===== src/rtl/ula_ctrl_if.sv =====
// ula_ctrl_if: command and response handshake bundle for ula_ctrl.
//   cmd_valid/cmd_ready/cmd_op/cmd_a/cmd_b : operation request (valid/ready)
//   rsp_valid/rsp_ready/rsp_result/rsp_overflow/rsp_error : result return (valid/ready)
// master = requester side, slave = ula_ctrl side.
interface ula_ctrl_if;
  logic       cmd_valid;
  logic       cmd_ready;
  logic [2:0] cmd_op;
  logic [7:0] cmd_a;
  logic [7:0] cmd_b;
  logic       rsp_valid;
  logic       rsp_ready;
  logic [7:0] rsp_result;
  logic       rsp_overflow;
  logic       rsp_error;

  modport master (
    output cmd_valid, cmd_op, cmd_a, cmd_b, rsp_ready,
    input  cmd_ready, rsp_valid, rsp_result, rsp_overflow, rsp_error
  );

  modport slave (
    input  cmd_valid, cmd_op, cmd_a, cmd_b, rsp_ready,
    output cmd_ready, rsp_valid, rsp_result, rsp_overflow, rsp_error
  );
endinterface


===== src/rtl/ula_ctrl.sv =====
// ula_ctrl: sequential front-end for an 8-bit combinational ALU.
//   clk, rst_n          : clock, asynchronous active-low reset
//   host (slave)        : command/response handshakes (see ula_ctrl_if)
//   alu_operator1/2     : ALU operand bus
//   alu_operation       : ALU opcode, zero-extended command opcode
//   alu_result/overflow : ALU outputs, sampled at the end of the settle window
//   busy                : high whenever not idle
//   op_count            : completed response handshakes (wraps)
// Divide-by-zero and illegal opcodes are answered locally without touching the ALU bus.
module ula_ctrl #(
  parameter int unsigned SETTLE_CYCLES = 1,
  parameter int unsigned COUNT_W       = 16
) (
  input  logic               clk,
  input  logic               rst_n,
  ula_ctrl_if.slave          host,
  output logic [7:0]         alu_operator1,
  output logic [7:0]         alu_operator2,
  output logic [7:0]         alu_operation,
  input  logic [7:0]         alu_result,
  input  logic               alu_overflow,
  output logic               busy,
  output logic [COUNT_W-1:0] op_count
);

  typedef enum logic [1:0] {IDLE, PREP, DRIVE, RESP} state_t;

  localparam logic [3:0] SETTLE_LOAD = 4'(SETTLE_CYCLES - 1);

  state_t     state_q, state_d;
  logic [7:0] a_q;
  logic [3:0] cnt_q;
  logic [7:0] result_q;
  logic       overflow_q;
  logic       error_q;
  logic       accept;
  logic       trap_illegal;
  logic       trap_div0;

  assign accept       = (state_q == IDLE) && host.cmd_valid;
  assign trap_illegal = (host.cmd_op[2:1] == 2'b11);
  assign trap_div0    = (host.cmd_op == 3'd5) && (host.cmd_b == 8'd0);

  assign host.cmd_ready    = (state_q == IDLE);
  assign host.rsp_valid    = (state_q == RESP);
  assign host.rsp_result   = result_q;
  assign host.rsp_overflow = overflow_q;
  assign host.rsp_error    = error_q;
  assign busy              = (state_q != IDLE);

  always_ff @(posedge clk or negedge rst_n) begin
    if (!rst_n) state_q <= IDLE;
    else        state_q <= state_d;
  end

  always_comb begin
    state_d = state_q;
    case (state_q)
      IDLE:    if (host.cmd_valid) state_d = (trap_illegal || trap_div0) ? RESP : PREP;
      PREP:    state_d = DRIVE;
      DRIVE:   if (cnt_q == '0) state_d = RESP;
      RESP:    if (host.rsp_ready) state_d = IDLE;
      default: state_d = IDLE;
    endcase
  end

  // The ALU bus is registered so it naturally holds across IDLE/RESP.
  // PREP drives ~a first so DRIVE always presents a changed operand.
  always_ff @(posedge clk or negedge rst_n) begin
    if (!rst_n) begin
      a_q           <= '0;
      cnt_q         <= '0;
      result_q      <= '0;
      overflow_q    <= 1'b0;
      error_q       <= 1'b0;
      alu_operator1 <= '0;
      alu_operator2 <= '0;
      alu_operation <= '0;
      op_count      <= '0;
    end else begin
      case (state_q)
        IDLE: begin
          if (accept) begin
            a_q <= host.cmd_a;
            if (trap_illegal) begin
              result_q   <= 8'h00;
              error_q    <= 1'b1;
              overflow_q <= 1'b0;
            end else if (trap_div0) begin
              result_q   <= 8'hFF;
              error_q    <= 1'b1;
              overflow_q <= 1'b0;
            end else begin
              alu_operation <= {5'b0, host.cmd_op};
              alu_operator1 <= ~host.cmd_a;
              alu_operator2 <= host.cmd_b;
            end
          end
        end
        PREP: begin
          alu_operator1 <= a_q;
          cnt_q         <= SETTLE_LOAD;
        end
        DRIVE: begin
          if (cnt_q == '0) begin
            result_q   <= alu_result;
            overflow_q <= alu_overflow;
            error_q    <= 1'b0;
          end else begin
            cnt_q <= cnt_q - 4'd1;
          end
        end
        RESP: begin
          if (host.rsp_ready) op_count <= op_count + 1'b1;
        end
        default: ;
      endcase
    end
  end

endmodule


===== src/flat_wrapper.sv =====
// flat-port wrapper written by rule: the top's interface ports become plain ports
module ula_ctrl_flat 
#(
  parameter int unsigned SETTLE_CYCLES = 1,
  parameter int unsigned COUNT_W       = 16
)
  (clk, rst_n, alu_operator1, alu_operator2, alu_operation, alu_result, alu_overflow, busy, op_count, host_cmd_valid, host_cmd_op, host_cmd_a, host_cmd_b, host_rsp_ready, host_cmd_ready, host_rsp_valid, host_rsp_result, host_rsp_overflow, host_rsp_error);
  ula_ctrl_if host_i ();
  input  logic clk;
  input  logic rst_n;
  output logic [7:0] alu_operator1;
  output logic [7:0] alu_operator2;
  output logic [7:0] alu_operation;
  input  logic [7:0] alu_result;
  input  logic alu_overflow;
  output logic busy;
  output logic [COUNT_W-1:0] op_count;
  input wire logic [$bits(host_i.cmd_valid)-1:0] host_cmd_valid;
  input wire logic [$bits(host_i.cmd_op)-1:0] host_cmd_op;
  input wire logic [$bits(host_i.cmd_a)-1:0] host_cmd_a;
  input wire logic [$bits(host_i.cmd_b)-1:0] host_cmd_b;
  input wire logic [$bits(host_i.rsp_ready)-1:0] host_rsp_ready;
  output wire logic [$bits(host_i.cmd_ready)-1:0] host_cmd_ready;
  output wire logic [$bits(host_i.rsp_valid)-1:0] host_rsp_valid;
  output wire logic [$bits(host_i.rsp_result)-1:0] host_rsp_result;
  output wire logic [$bits(host_i.rsp_overflow)-1:0] host_rsp_overflow;
  output wire logic [$bits(host_i.rsp_error)-1:0] host_rsp_error;
  assign host_i.cmd_valid = host_cmd_valid;
  assign host_i.cmd_op = host_cmd_op;
  assign host_i.cmd_a = host_cmd_a;
  assign host_i.cmd_b = host_cmd_b;
  assign host_i.rsp_ready = host_rsp_ready;
  assign host_cmd_ready = host_i.cmd_ready;
  assign host_rsp_valid = host_i.rsp_valid;
  assign host_rsp_result = host_i.rsp_result;
  assign host_rsp_overflow = host_i.rsp_overflow;
  assign host_rsp_error = host_i.rsp_error;
  ula_ctrl #(.SETTLE_CYCLES(SETTLE_CYCLES), .COUNT_W(COUNT_W)) u_core (.clk(clk), .rst_n(rst_n), .host(host_i), .alu_operator1(alu_operator1), .alu_operator2(alu_operator2), .alu_operation(alu_operation), .alu_result(alu_result), .alu_overflow(alu_overflow), .busy(busy), .op_count(op_count));
endmodule

===== config.mk =====
export PLATFORM = sky130hd
export DESIGN_NAME = ula_ctrl_flat
export DESIGN_NICKNAME = d
export VERILOG_FILES = /design/src/rtl/ula_ctrl_if.sv /design/src/rtl/ula_ctrl.sv /design/src/flat_wrapper.sv
export SDC_FILE = /design/constraint.sdc
export NUM_CORES = 1
export LEC_CHECK = 0
export ABC_AREA = 1
export CORE_MARGIN = 4
export CORE_UTILIZATION = 51
export DETAILED_ROUTE_END_ITERATION = 6
export PLACE_DENSITY = 0.9
export SLEW_MARGIN = 25
export SYNTH_ARGS = -nofsm -noshare
export SYNTH_HDL_FRONTEND = slang
export SYNTH_SLANG_ARGS = --single-unit
export TNS_END_PERCENT = 100

===== constraint.sdc =====
create_clock -name clk -period 3.9 [get_ports clk]
set_clock_uncertainty 0.2 [all_clocks]
set_input_delay 0.39 -clock clk [delete_from_list [all_inputs] [get_ports clk]]
set_output_delay 0.39 -clock clk [all_outputs]
set_load 0.01 [all_outputs]

==> metrics <==
Hold Crit Class flop to flop; residual DRC count 0; fin. max-slew vios 0; std cell rows 27; WL/cell ~13 um; Cells after Synth 358; Final period util slightly above 60%; Port Buf Inserts 79; DR top layer met4; fin nets 480; setup tns final 0 ps; post-synth top area share slightly above 50%; CTS max path bufs 2; PD cells 738 nW/um^2; Die Area 7010 sq um; crit path DAT 1840 ps; FF/Latch Area 1480 sq um; Max Fclk roughly 410 MHz; Syn Std Cell Area 2920 sq um; Filler cells 433; Setup Viol. Count Final 0; clk slew on worst S/H paths 60 ps; Pre-antenna DRT Iters 4; CP max FO 7; initial antenna violation count 0; final hold slack 279 ps; Max-Slew Margin vs Limit 58.8%; DP HPWL between 4 and 5 mm; Synth Flop Type dfrtp_1; Core Area 5540 sq um; via count around 2600; io pins 85; Multi-input gate area around 1200 sq um; gpl congestion 0.781; LEAKAGE 1.90 nW; highest ir drop seen on vdd 0.000435 V; area post-placement 3720 sq um; critical path endpoint category primary output; Initial Util 52.8%; min Tclk post-route 2430 ps; Post-synth EDFFs 0; flops & latches, synth 59; CTS H-Tree Depth 3; slew of the pin with the lowest slew margin 618 ps; sequential share of the synthesized area 50.5%; crit path kind flop to primary output; critical path data required time 3310 ps; Num CTS Buffers 9; Syn-to-layout area delta 35.2%; Vert. Die Dim 83.7 um; CTS Root Cell clkbuf_8; DRT iter0 DRCs 138; Met1 Wirelength 2.99 mm; synth unique cells 27; share of layout cells above drive strength 1 5.83%; vias in the first global route 2589; met2 wire length ~3.4 mm; cell accounting for the most synthesized area dfrtp_1; startpoint class of the critical path flop; synth top area cells dfrtp_1 (51%), nand2_1 (16%), nand3_1 (6.2%), inv_1 (4.1%), o21ai_0 (3.3%); Total Wirelength 6.78 mm; Die W 83.7 um; synth warn 0; status finished clean; GR Overflow Total 0; clk sinks 59; Skew-Pair Late Insertion Delay 330 ps; Max-Cap Viols 0; wire length of the first global-routing pass 11.8 mm; RSZ-0062 raised after global routing no; syn avg cell area about 8.2 sq um; post-CTS resize count 0; # diodes 0; ANT nets after route 0; gr usage total 20.8%; CTS tree built; Synth async-reset ratio 100%; largest net degree at the start of global routing 32; Hold Vio Cnt, Final 0; met3 WL around 330 um; post-route cell area 3950 sq um; via-per-instance ratio 5.04
## where the power goes
group          switching [mW]  leakage [nW]  internal, mW  total, mW
clock                   0.246         0.101         0.357      0.603
sequential              0.150         0.736         0.850       1.00
combinational           0.706          1.07         0.605       1.31
total                    1.10          1.90          1.81       2.91
## registers in the layout, summed over array words and instances, names as in the netlist, 2 cells and up
signal / cells
u_core.a_q: 8
u_core.alu_operation: 3
u_core.alu_operator1: 8
u_core.alu_operator2: 8
u_core.cnt_q: 4
u_core.host.rsp_result: 8
u_core.op_count: 16
u_core.state_q: 2
## per-layer routing
metal  vias up  track usage [%]
li1       1304                -
met1      1214             26.1
met2        82             34.6
met3        10             3.95
met4         0             9.65
met5         -                0
## cell usage after synthesis (2+ instances only)
cell type    n
buf_2        2
buf_4        6
buf_6        3
clkbuf_1     2
dfrtp_1     59
ha_1         7
inv_1       32
inv_2        2
nand2_1    126
nand2_2      2
nand3_1     36
nand4_1     11
nor2_1      20
nor3_1       5
o21ai_0     19
o21ai_1      4
o22ai_1      2
xnor2_1      5
xor2_1       7
## path summary, 6_finish.rpt
kind	slack, ps	start	cells past startpoint	endpoint
max reg2reg	1540	u_core.state_q[0]$_DFFE_PN0P_	7	u_core.host.rsp_error$_DFFE_PN0P_
min	280	u_core.a_q[0]$_DFFE_PN0P_	2	u_core.a_q[0]$_DFFE_PN0P_
min in group asynchronous	400	rst_n	2	u_core.alu_operator2[7]$_DFFE_PN0P_
max	1470	u_core.state_q[1]$_DFFE_PN0P_	3	host_cmd_ready
min reg2reg	280	u_core.a_q[0]$_DFFE_PN0P_	2	u_core.a_q[0]$_DFFE_PN0P_
max in group asynchronous	2280	rst_n	3	u_core.op_count[0]$_DFFE_PN0P_
## cell type report
type | instances | area share [%]
sequential | 59 | 37.4
clock buffer | 9 | 3.13
tap | 72 | 2.28
inverter | 34 | 3.23
multi-input combinational | 256 | 31.3
clock inverter | 7 | 2.34
timing repair buffer | 81 | 20.3
## stage by stage
step | utilization [%] | cells | worst slack (ps) | total power, mW
global route | 71.3 | 518 | 1310 | 3.15
floorplan | - | 362 | 2050 | 1.77
finish | 71.3 | 518 | 1470 | 2.91
global placement | 67.2 | 501 | 1630 | 2.25
CTS | 71.3 | 518 | 1470 | 2.93
detailed placement | 67.2 | 501 | 1560 | 2.31
## placed cells by master (no fill, tap or decap)
| cell type | netlist | final |
|---|---|---|
| dfrtp_1 | 59 | 59 |
| mux2_2 | 1 | 1 |
| ha_1 | 7 | 7 |
| or2_2 | 1 | 1 |
| nand3b_1 | 1 | 1 |
| dlygate4sd3_1 | 0 | 1 |
| clkinvlp_4 | 0 | 3 |
| clkbuf_8 | 0 | 9 |
| clkdlybuf4s50_1 | 0 | 78 |
| bufinv_16 | 0 | 2 |
| nand3_4 | 1 | 1 |
| nand2_2 | 2 | 2 |
| buf_2 | 2 | 1 |
| o22ai_1 | 2 | 2 |
| o21ai_1 | 4 | 4 |
| nand4_1 | 11 | 11 |
| nor2_1 | 20 | 20 |
| clkinv_2 | 0 | 2 |
| nand3_1 | 36 | 36 |
| a21oi_2 | 1 | 1 |
| buf_4 | 6 | 1 |
| nand2_1 | 126 | 126 |
| inv_1 | 32 | 32 |
| or2_1 | 1 | 1 |
| nor4_1 | 1 | 1 |
| inv_2 | 2 | 2 |
| conb_1 | 1 | 5 |
| nor3_1 | 5 | 5 |
| o21ai_0 | 19 | 19 |
| xnor2_1 | 5 | 5 |
| xor2_1 | 7 | 7 |
## cell families (layout without fill, tap and decap cells)
family / after synthesis / after routing / share of synthesized area, %
adders and majority gates: 7 / 7 / 3.00
muxes: 1 / 1 / 0.385
and+or+nand+nor: 205 / 205 / 30.1
DFF: 59 / 59 / 50.5
other: 1 / 5 / 0.128
xor gates and xnor gates: 12 / 12 / 3.60
AOI/OAI and AO/OA: 26 / 26 / 4.67
buffers and inverters: 47 / 131 / 7.66
## timing repair
item	CTS	global route
hold endpoints to repair	28	0
hold buffers	1	0
setup buffers	0	0
## critical path: stages (launching register included)
cell and delay [ps]:
dfrtp_1 420, inv_1 130, ha_1 360, clkdlybuf4s50_1 610
Power figures use the tool's default switching activity.
